## config.mk

```make
export PLATFORM = sky130hd
export DESIGN_NAME = md_sched_flat
export DESIGN_NICKNAME = d
export VERILOG_FILES = /design/src/rtl/md_sched_if.sv /design/src/rtl/md_sched.sv /design/src/flat_wrapper.sv
export SDC_FILE = /design/constraint.sdc
export NUM_CORES = 1
export LEC_CHECK = 0
export CORE_AREA = 2 2 39 41
export CTS_CLUSTER_DIAMETER = 200
export DETAILED_ROUTE_END_ITERATION = 10
export DIE_AREA = 0 0 41 43
export PLACE_DENSITY = 0.67
export SLEW_MARGIN = 20
export SYNTH_ARGS = -nofsm -noshare
export SYNTH_HDL_FRONTEND = slang
export SYNTH_SLANG_ARGS = --single-unit
```

## constraint.sdc

```tcl
create_clock -name clk -period 2.25 [get_ports clk]
set_input_delay 0.45 -clock clk [delete_from_list [all_inputs] [get_ports clk]]
set_output_delay 0.45 -clock clk [all_outputs]
set_load 0.05 [all_outputs]
```

## src/rtl/md_sched_if.sv

```systemverilog
// Handshake bundle between the EX-stage decode/hazard logic and md_sched.
// The flush signal exists only when MD_FLUSH_EN is defined.
interface md_sched_if;
    logic [2:0] md_op_E;
    logic       md_use_D;
`ifdef MD_FLUSH_EN
    logic       flush;
`endif
    logic       Start;
    logic [1:0] unit_op;
    logic       Busy;
    logic       stall_D;
    logic       commit;
    logic       mthi_we;
    logic       mtlo_we;

`ifdef MD_FLUSH_EN
    modport master (
        output md_op_E, md_use_D, flush,
        input  Start, unit_op, Busy, stall_D, commit, mthi_we, mtlo_we
    );
    modport slave (
        input  md_op_E, md_use_D, flush,
        output Start, unit_op, Busy, stall_D, commit, mthi_we, mtlo_we
    );
`else
    modport master (
        output md_op_E, md_use_D,
        input  Start, unit_op, Busy, stall_D, commit, mthi_we, mtlo_we
    );
    modport slave (
        input  md_op_E, md_use_D,
        output Start, unit_op, Busy, stall_D, commit, mthi_we, mtlo_we
    );
`endif
endinterface

```

## src/rtl/md_sched.sv

```systemverilog
// Multiply/divide sequencing controller: launches the HI/LO unit, tracks its latency with a
// down-counter and drives busy/stall/commit strobes. Optional abort path: MD_FLUSH_EN.
//
// state  | meaning
// IDLE   | no op in flight; E-stage md ops launch or write HI/LO directly
// RUN    | unit busy; cnt counts remaining cycles, commit at cnt==1
module md_sched #(
    parameter int MULT_LAT = 5,
    parameter int DIV_LAT  = 10
) (
    input logic     clk,
    input logic     reset,
    md_sched_if.slave md
);
    localparam logic [0:0] S_IDLE = 1'b0;
    localparam logic [0:0] S_RUN  = 1'b1;

    logic [0:0] state;
    logic [3:0] cnt;
    logic       flush_c;
    logic       idle_ok;
    logic       is_launch;
    logic [3:0] lat_sel;

`ifdef MD_FLUSH_EN
    assign flush_c = md.flush;
`else
    assign flush_c = 1'b0;
`endif

    assign is_launch = (md.md_op_E >= 3'd1) && (md.md_op_E <= 3'd4);
    assign idle_ok   = (state == S_IDLE) && !reset && !flush_c;
    assign lat_sel   = (md.md_op_E <= 3'd2) ? 4'(MULT_LAT) : 4'(DIV_LAT);

    // op codes 1..4 map to unit_op 0..3; the 2-bit wrap of 4-1 gives 3
    assign md.Start   = idle_ok && is_launch;
    assign md.unit_op = md.Start ? (md.md_op_E[1:0] - 2'd1) : 2'd0;
    assign md.mthi_we = idle_ok && (md.md_op_E == 3'd5);
    assign md.mtlo_we = idle_ok && (md.md_op_E == 3'd6);
    assign md.Busy    = (state == S_RUN);
    assign md.commit  = (state == S_RUN) && (cnt == 4'd1) && !flush_c;
    assign md.stall_D = !reset && md.md_use_D && (md.Start || md.Busy);

    always_ff @(posedge clk) begin
        if (reset) begin
            state <= S_IDLE;
            cnt   <= 4'd0;
        end else begin
            case (state)
                S_IDLE: begin
                    if (md.Start) begin
                        state <= S_RUN;
                        cnt   <= lat_sel;
                    end
                end
                S_RUN: begin
                    if (flush_c || (cnt == 4'd1)) begin
                        state <= S_IDLE;
                        cnt   <= 4'd0;
                    end else begin
                        cnt <= cnt - 4'd1;
                    end
                end
                default: begin
                    state <= S_IDLE;
                    cnt   <= 4'd0;
                end
            endcase
        end
    end
endmodule

```

## src/flat_wrapper.sv

```systemverilog
// flat-port wrapper written by rule: the top's interface ports become plain ports
module md_sched_flat 
#(
    parameter int MULT_LAT = 5,
    parameter int DIV_LAT  = 10
)
  (clk, reset, md_md_op_E, md_md_use_D, md_Start, md_unit_op, md_Busy, md_stall_D, md_commit, md_mthi_we, md_mtlo_we);
  md_sched_if md_i ();
  input logic clk;
  input logic reset;
  input wire logic [$bits(md_i.md_op_E)-1:0] md_md_op_E;
  input wire logic [$bits(md_i.md_use_D)-1:0] md_md_use_D;
  output wire logic [$bits(md_i.Start)-1:0] md_Start;
  output wire logic [$bits(md_i.unit_op)-1:0] md_unit_op;
  output wire logic [$bits(md_i.Busy)-1:0] md_Busy;
  output wire logic [$bits(md_i.stall_D)-1:0] md_stall_D;
  output wire logic [$bits(md_i.commit)-1:0] md_commit;
  output wire logic [$bits(md_i.mthi_we)-1:0] md_mthi_we;
  output wire logic [$bits(md_i.mtlo_we)-1:0] md_mtlo_we;
  assign md_i.md_op_E = md_md_op_E;
  assign md_i.md_use_D = md_md_use_D;
  assign md_Start = md_i.Start;
  assign md_unit_op = md_i.unit_op;
  assign md_Busy = md_i.Busy;
  assign md_stall_D = md_i.stall_D;
  assign md_commit = md_i.commit;
  assign md_mthi_we = md_i.mthi_we;
  assign md_mtlo_we = md_i.mtlo_we;
  md_sched #(.MULT_LAT(MULT_LAT), .DIV_LAT(DIV_LAT)) u_core (.clk(clk), .reset(reset), .md(md_i));
endmodule
```

==> results of run 1 <==
-- cells by family after synthesis --
logic type,count (synthesis)
AND/OR/NAND/NOR,21
AO/OA/AOI/OAI,16
buffers and inverters,8
flip-flops,5
adder cells (fa/ha/maj),4
multiplexers,1
-- metrics by stage --
| step | setup TNS, ns | total power [W] | setup WS, ns | hold slack (ns) | utilization [%] |
|---|---|---|---|---|---|
| 3_5_place_dp | -1.303 | 0.0002713 | -0.4037 | 0.5301 | 48.46 |
| 2_1_floorplan | 0 | 0.0002149 | 0.01442 | 0.4987 | - |
| 5_1_grt | 0 | 0.0004084 | 0.01576 | 0.5534 | 52.26 |
| 4_1_cts | 0 | 0.0003835 | 0.01644 | 0.5359 | 52.89 |
| 3_3_place_gp | -1.143 | 0.0002698 | -0.3577 | 0.5292 | 48.46 |
| 6_report | 0 | 0.0003806 | 0.08174 | 0.5326 | 52.26 |
-- state kept, by name (all words and copies together), names as in the netlist --
name	count
u_core.cnt	4
u_core.md.Busy	1
-- final cells by class --
type	count	share of cell area, %
inverter	6	3.114
sequential	5	13.84
timing repair buffer	22	30.10
multi-input combinational	42	46.54
tap	16	2.768
clock buffer	4	3.633
-- power groups by stage --
stage	registers, W	logic [W]	clock network, W
after floorplan	0.000118	0.0000971	0
after global placement	0.000119	0.000150	0
after CTS	0.000119	0.000158	0.000106
final	0.000119	0.000158	0.000103
after detailed placement	0.000120	0.000152	0
after global routing	0.000122	0.000174	0.000113
-- worst max-delay path by stage --
stage | startpoint | endpoint | slack (ns)
2_1_floorplan | md_md_op_E[1] | md_unit_op[0] | 0.01
4_1_cts | md_md_op_E[1] | md_stall_D | 0.02
3_5_place_dp | md_md_op_E[1] | md_stall_D | -0.40
6_report | md_md_op_E[1] | md_stall_D | 0.08
3_3_place_gp | md_md_op_E[1] | md_stall_D | -0.36
5_1_grt | u_core.cnt[0] | md_commit | 0.02
-- routing by layer --
metal	vias to the layer above	track usage, %
met5	-	0
li1	256	-
met4	0	10.00
met3	2	0
met2	10	23.13
met1	220	19.17
-- worst reg2reg max path, cell delays in order (launching register included) --
cell	delay, ns
dfxtp_1	0.40
ha_1	0.21
or3b_2	0.50
a32oi_1	0.18
a211oi_1	0.10
-- repair_timing --
action                     in CTS  in global routing
resized for setup              13                  3
pin swaps                       4                  4
hold buffers                    0                  0
buffers inserted                1                  0
setup endpoints to repair       4                  3
-- cell usage after synthesis (2+ instances only) --
master / instances / area (sq um)
a21oi_1: 5 / 25.02
and3_1: 2 / 12.51
clkbuf_1: 2 / 7.510
dfxtp_1: 5 / 100.1
ha_1: 4 / 50.05
inv_1: 6 / 22.52
nor2_1: 3 / 11.26
nor2b_1: 3 / 18.77
nor3_1: 3 / 15.01
nor4_1: 2 / 12.51
o21ai_0: 3 / 15.01
o32ai_1: 2 / 17.52
==> impl_metrics.env, run 1 <==
export IMPL_clk_latency_ns=0.24
export IMPL_final_area_sq_um=723.2
export IMPL_dr_pass1_iters=4
export IMPL_synth_simple_area_share_pct=31.30
export IMPL_drv_slew=0
export IMPL_grt_pass1_vias=428
export IMPL_crit_buf_inv=3
export IMPL_crit_arrival_ns=1.72
export IMPL_cts_sinks=5
export IMPL_power_density_nw_per_um2=526.2
export IMPL_fin_crit_sh_pct=96.37
export IMPL_synth_top_family_by_area="simple AND/OR/NAND/NOR gates"
export IMPL_num_rows=14
export IMPL_worstReg2RegStart="u_core.cnt[0]"
export IMPL_mostFrequentLayoutCells="10 x buf_4, 6 x inv_1, 5 x dfxtp_1"
export IMPL_ys_ff_latch=5
export IMPL_area_growth_pct=67.54
export IMPL_final_common_cell="buf_4"
export IMPL_p_sw_share_pct=36.06
export IMPL_path_max_fanout=4
export IMPL_start_kind="input port"
export IMPL_syn_inst=55
export IMPL_via_count=488
export IMPL_holdPathStages=2
export IMPL_synth_edff_count=0
export IMPL_dr_max_layer_used="met4"
export IMPL_critical_path_depth=7
export IMPL_path_class="in2out"
export IMPL_cts_tree="built"
export IMPL_drt_wirelength_per_cell_um=11.51
export IMPL_wl_um=1093
export IMPL_reg2regPathDepth=4
export IMPL_final_nets=90
export IMPL_grt_max_degree=11
export IMPL_cp_end_kind="primary output"
export IMPL_die_height_um=43
export IMPL_tightest_slew_ns=0.4948
export IMPL_rsz0062_at_grt="false"
export IMPL_multi_input_area_sq_um=336.6
export IMPL_cp_cell_sequence="buf_2, inv_1, ha_2, or4_4, a21oi_4, nor3b_2, buf_6"
export IMPL_r2r_end="u_core.cnt[0]"
export IMPL_seqPwrFrac_pct=31.4
export IMPL_avgSynthCellArea_sq_um=7.848
export IMPL_power_leakage_nw=0.3108
export IMPL_max_freq_mhz=461.2
export IMPL_drc=0
export IMPL_clk_pin_slew_ns=0.04
export IMPL_skew_ns=0.003184
export IMPL_cts_max_path_buffers=2
export IMPL_finalWeightedCongestion=0.6689
export IMPL_instances_no_fill=95
export IMPL_combPwrFrac_pct=41.5
export IMPL_antenna_found_initial=0
export IMPL_core_sq_um=1384
export IMPL_ant_nets=0
export IMPL_hold_viol=0
export IMPL_port_buffers=13
export IMPL_boundaryPins=14
export IMPL_yosysWarnings=0
export IMPL_globalRouteOverflowTotal=0
export IMPL_die_w_um=41
export IMPL_track_usage_pct=14.93
export IMPL_ys_flop_type="dfxtp_1"
export IMPL_p_sw_w=0.0001372
export IMPL_first_iter_violations=9
export IMPL_met2_length_um=572
export IMPL_outcome="finished clean"
export IMPL_clock_power_share_pct=27.1
export IMPL_drive_gt1_share_pct=39.24
export IMPL_cts_made_buffers=3
export IMPL_post_place_cells=90
export IMPL_rrSetupSlack_ns=0.74
export IMPL_diodes=0
export IMPL_postSynth_asyncResetShare_pct=0
export IMPL_cts_root_buf="clkbuf_4"
export IMPL_cp_slowest_cell="or4_4"
export IMPL_synthMuxAreaShare_pct=2.319
export IMPL_yosysUniqueCellTypes=27
export IMPL_post_dp_hpwl_um=821.7
export IMPL_dieArea_sq_um=1763
export IMPL_htree_levels=1
export IMPL_start_util_pct=31.19
export IMPL_viasPerCell=5.137
export IMPL_syn_num_nets=65
export IMPL_maxCapViolations=0
export IMPL_holdCritPathClass="reg2reg"
export IMPL_cp_data_required_time_ns=1.80
export IMPL_synth_xor_area_share_pct=0
export IMPL_slowest_delay_ns=0.58
export IMPL_critPathTopFamily="simple AND/OR/NAND/NOR gates"
export IMPL_synth_compound_area_share_pct=24.64
export IMPL_min_to="u_core.cnt[2]"
export IMPL_synthesis_area_sq_um=431.7
export IMPL_max_vdd_ir_drop_uv=181.9
export IMPL_synth_seq_area_share_pct=23.19
export IMPL_grt_pass1_wl_um=1759
export IMPL_drt_met1_wl_um=483
export IMPL_hp_start="u_core.cnt[2]"
export IMPL_fillers=133
export IMPL_p_int_w=0.0002433
export IMPL_wl_met3_um=28
export IMPL_slew_headroom_pct=66.91
export IMPL_dpl_cell_area_sq_um=670.6
export IMPL_ff_latch_area_sq_um=100.1
export IMPL_period_needed_ns=2.168
export IMPL_setup_viol_count_final=0
export IMPL_synthAdderAreaFrac_pct=11.59
(Power assumes the default switching activity.)
==> run 2: changes to the inputs <==
- CORE_AREA: 2 2 39 41 -> 3 3 40 42
- DIE_AREA: 0 0 41 43 -> 0 0 43 45
==> run 2 against run 1 <==
First-iteration DRC count shrank 44%. Non-clock buffer count is the same. Combinational power is essentially flat. Via count grew 1.0%. Critical endpoint is now md_Busy. Critical path depth shrank 6. Sequential share of layout area shrank 0.14 points. Clock skew grew 0.0055 ns.
==> impl_metrics.env, run 2 (synthesis results as in run 1) <==
export IMPL_die_w_um=43
export IMPL_maxCapViolations=0
export IMPL_cp_data_required_time_ns=1.80
export IMPL_path_max_fanout=10
export IMPL_dieArea_sq_um=1935
export IMPL_holdCritPathClass="reg2reg"
export IMPL_final_nets=90
export IMPL_drc=0
export IMPL_first_iter_violations=5
export IMPL_via_count=493
export IMPL_clk_latency_ns=0.25
export IMPL_rsz0062_at_grt="false"
export IMPL_cp_end_kind="primary output"
export IMPL_post_dp_hpwl_um=873.8
export IMPL_max_freq_mhz=460.2
export IMPL_critical_path_depth=1
export IMPL_skew_ns=0.008686
export IMPL_drt_wirelength_per_cell_um=12.46
export IMPL_core_sq_um=1285
export IMPL_antenna_found_initial=0
export IMPL_cp_slowest_cell="clkdlybuf4s50_1"
export IMPL_max_vdd_ir_drop_uv=150.2
export IMPL_utilization_pct=56.86
export IMPL_path_class="reg2out"
export IMPL_slew_headroom_pct=67.03
export IMPL_largest_reg_flops=4
export IMPL_ant_nets=0
export IMPL_finalWeightedCongestion=0.7145
export IMPL_clk_pin_slew_ns=0.05
export IMPL_start_util_pct=33.59
export IMPL_fin_tns_setup_ns=0
export IMPL_start_kind="flip-flop"
export IMPL_largest_register="u_core.cnt"
export IMPL_critPathTopFamily="buffers and inverters"
export IMPL_cts_max_path_buffers=2
export IMPL_reg2regPathDepth=4
export IMPL_cts_root_buf="clkbuf_4"
export IMPL_cts_hold_buf=0
export IMPL_slowest_delay_ns=0.89
export IMPL_crit_buf_inv=1
export IMPL_boundaryPins=14
export IMPL_diodes=0
export IMPL_fillers=117
export IMPL_grt_max_degree=11
export IMPL_cts_made_buffers=3
export IMPL_drv_slew=0
export IMPL_track_usage_pct=13.48
export IMPL_cts_sinks=5
export IMPL_period_needed_ns=2.173
export IMPL_port_buffers=13
export IMPL_htree_levels=1
export IMPL_outcome="finished clean"
export IMPL_fin_crit_sh_pct=96.57
export IMPL_r2r_end="u_core.md.Busy"
export IMPL_power_density_nw_per_um2=534.2
export IMPL_multi_input_area_sq_um=341.6
export IMPL_startpoint="u_core.md.Busy"
export IMPL_final_area_sq_um=730.7
export IMPL_worstReg2RegStart="u_core.cnt[0]"
export IMPL_globalRouteOverflowTotal=0
export IMPL_final_common_cell="buf_4"
export IMPL_cp_cell_sequence="clkdlybuf4s50_1"
export IMPL_dpl_cell_area_sq_um=669.4
export IMPL_hold_viol=0
export IMPL_grt_pass1_vias=478
export IMPL_num_rows=13
export IMPL_drive_gt1_share_pct=39.24
export IMPL_area_growth_pct=69.28
export IMPL_ff_latch_area_sq_um=100.1
export IMPL_tightest_slew_ns=0.4930
export IMPL_rrSetupSlack_ns=0.75
export IMPL_wl_um=1171
export IMPL_viasPerCell=5.245
export IMPL_setup_viol_count_final=0
export IMPL_die_height_um=45
export IMPL_power_leakage_nw=0.3135
export IMPL_grt_pass1_wl_um=1994
export IMPL_mostFrequentLayoutCells="9 x buf_4, 6 x inv_1, 5 x dfxtp_1"
export IMPL_crit_arrival_ns=1.72
export IMPL_worstSetupEndpoint="md_Busy"
export IMPL_cts_tree="built"
export IMPL_dr_pass1_iters=4
==> run 2: layer usage <==
metal | global-route usage (%) | vias up | wire, um
met1 | 17.55 | 229 | 540
met3 | 1.195 | 0 | 25
met4 | 7.229 | 0 | 0
met5 | 0 | - | 0
li1 | - | 256 | -
met2 | 22.16 | 8 | 606
==> run 2: what timing repair did <==
| action | CTS | global route |
|---|---|---|
| pin swaps | 4 | 6 |
| endpoints found under the hold margin | 0 | 0 |
| endpoints found under the setup margin | 4 | 5 |
| resized for setup | 10 | 7 |
| setup buffers | 0 | 1 |
==> run 2: through the flow <==
| stage | std cells | power, W | hold slack, ns | setup WS, ns |
|---|---|---|---|---|
| floorplan | 55 | 0.0002149 | 0.4987 | 0.01442 |
| global placement | 89 | 0.0002696 | 0.5341 | -0.3558 |
| detailed placement | 89 | 0.0002720 | 0.5328 | -0.3920 |
| CTS | 93 | 0.0003864 | 0.5391 | 0.01083 |
| global route | 94 | 0.0004134 | 0.5898 | 0.02339 |
| finish | 94 | 0.0003903 | 0.5374 | 0.07717 |
==> run 2: area by class of cell <==
cell class | instances | area share, %
repair buffers | 22 | 30.31
inverters | 6 | 3.082
multi-input cells | 42 | 46.75
well taps | 15 | 2.568
flip-flops and latches | 5 | 13.70
clock buffers | 4 | 3.596
==> run 2: where the power goes <==
group          internal [W]  switching [W]
clock network     0.0000675      0.0000425
registers          0.000101      0.0000180
logic             0.0000760      0.0000853
total              0.000245       0.000146
==> run 2: worst min-delay path by stage <==
| stage | startpoint | cells after the start | slack (ns) | endpoint |
|---|---|---|---|---|
| finish | u_core.cnt[2] | 2 | 0.54 | u_core.cnt[2] |
| detailed placement | u_core.cnt[2] | 2 | 0.53 | u_core.cnt[2] |
| floorplan | u_core.cnt[2] | 2 | 0.50 | u_core.cnt[2] |
| CTS | u_core.cnt[2] | 2 | 0.54 | u_core.cnt[2] |
| global placement | u_core.cnt[2] | 2 | 0.53 | u_core.cnt[2] |
| global route | u_core.cnt[2] | 2 | 0.59 | u_core.cnt[2] |
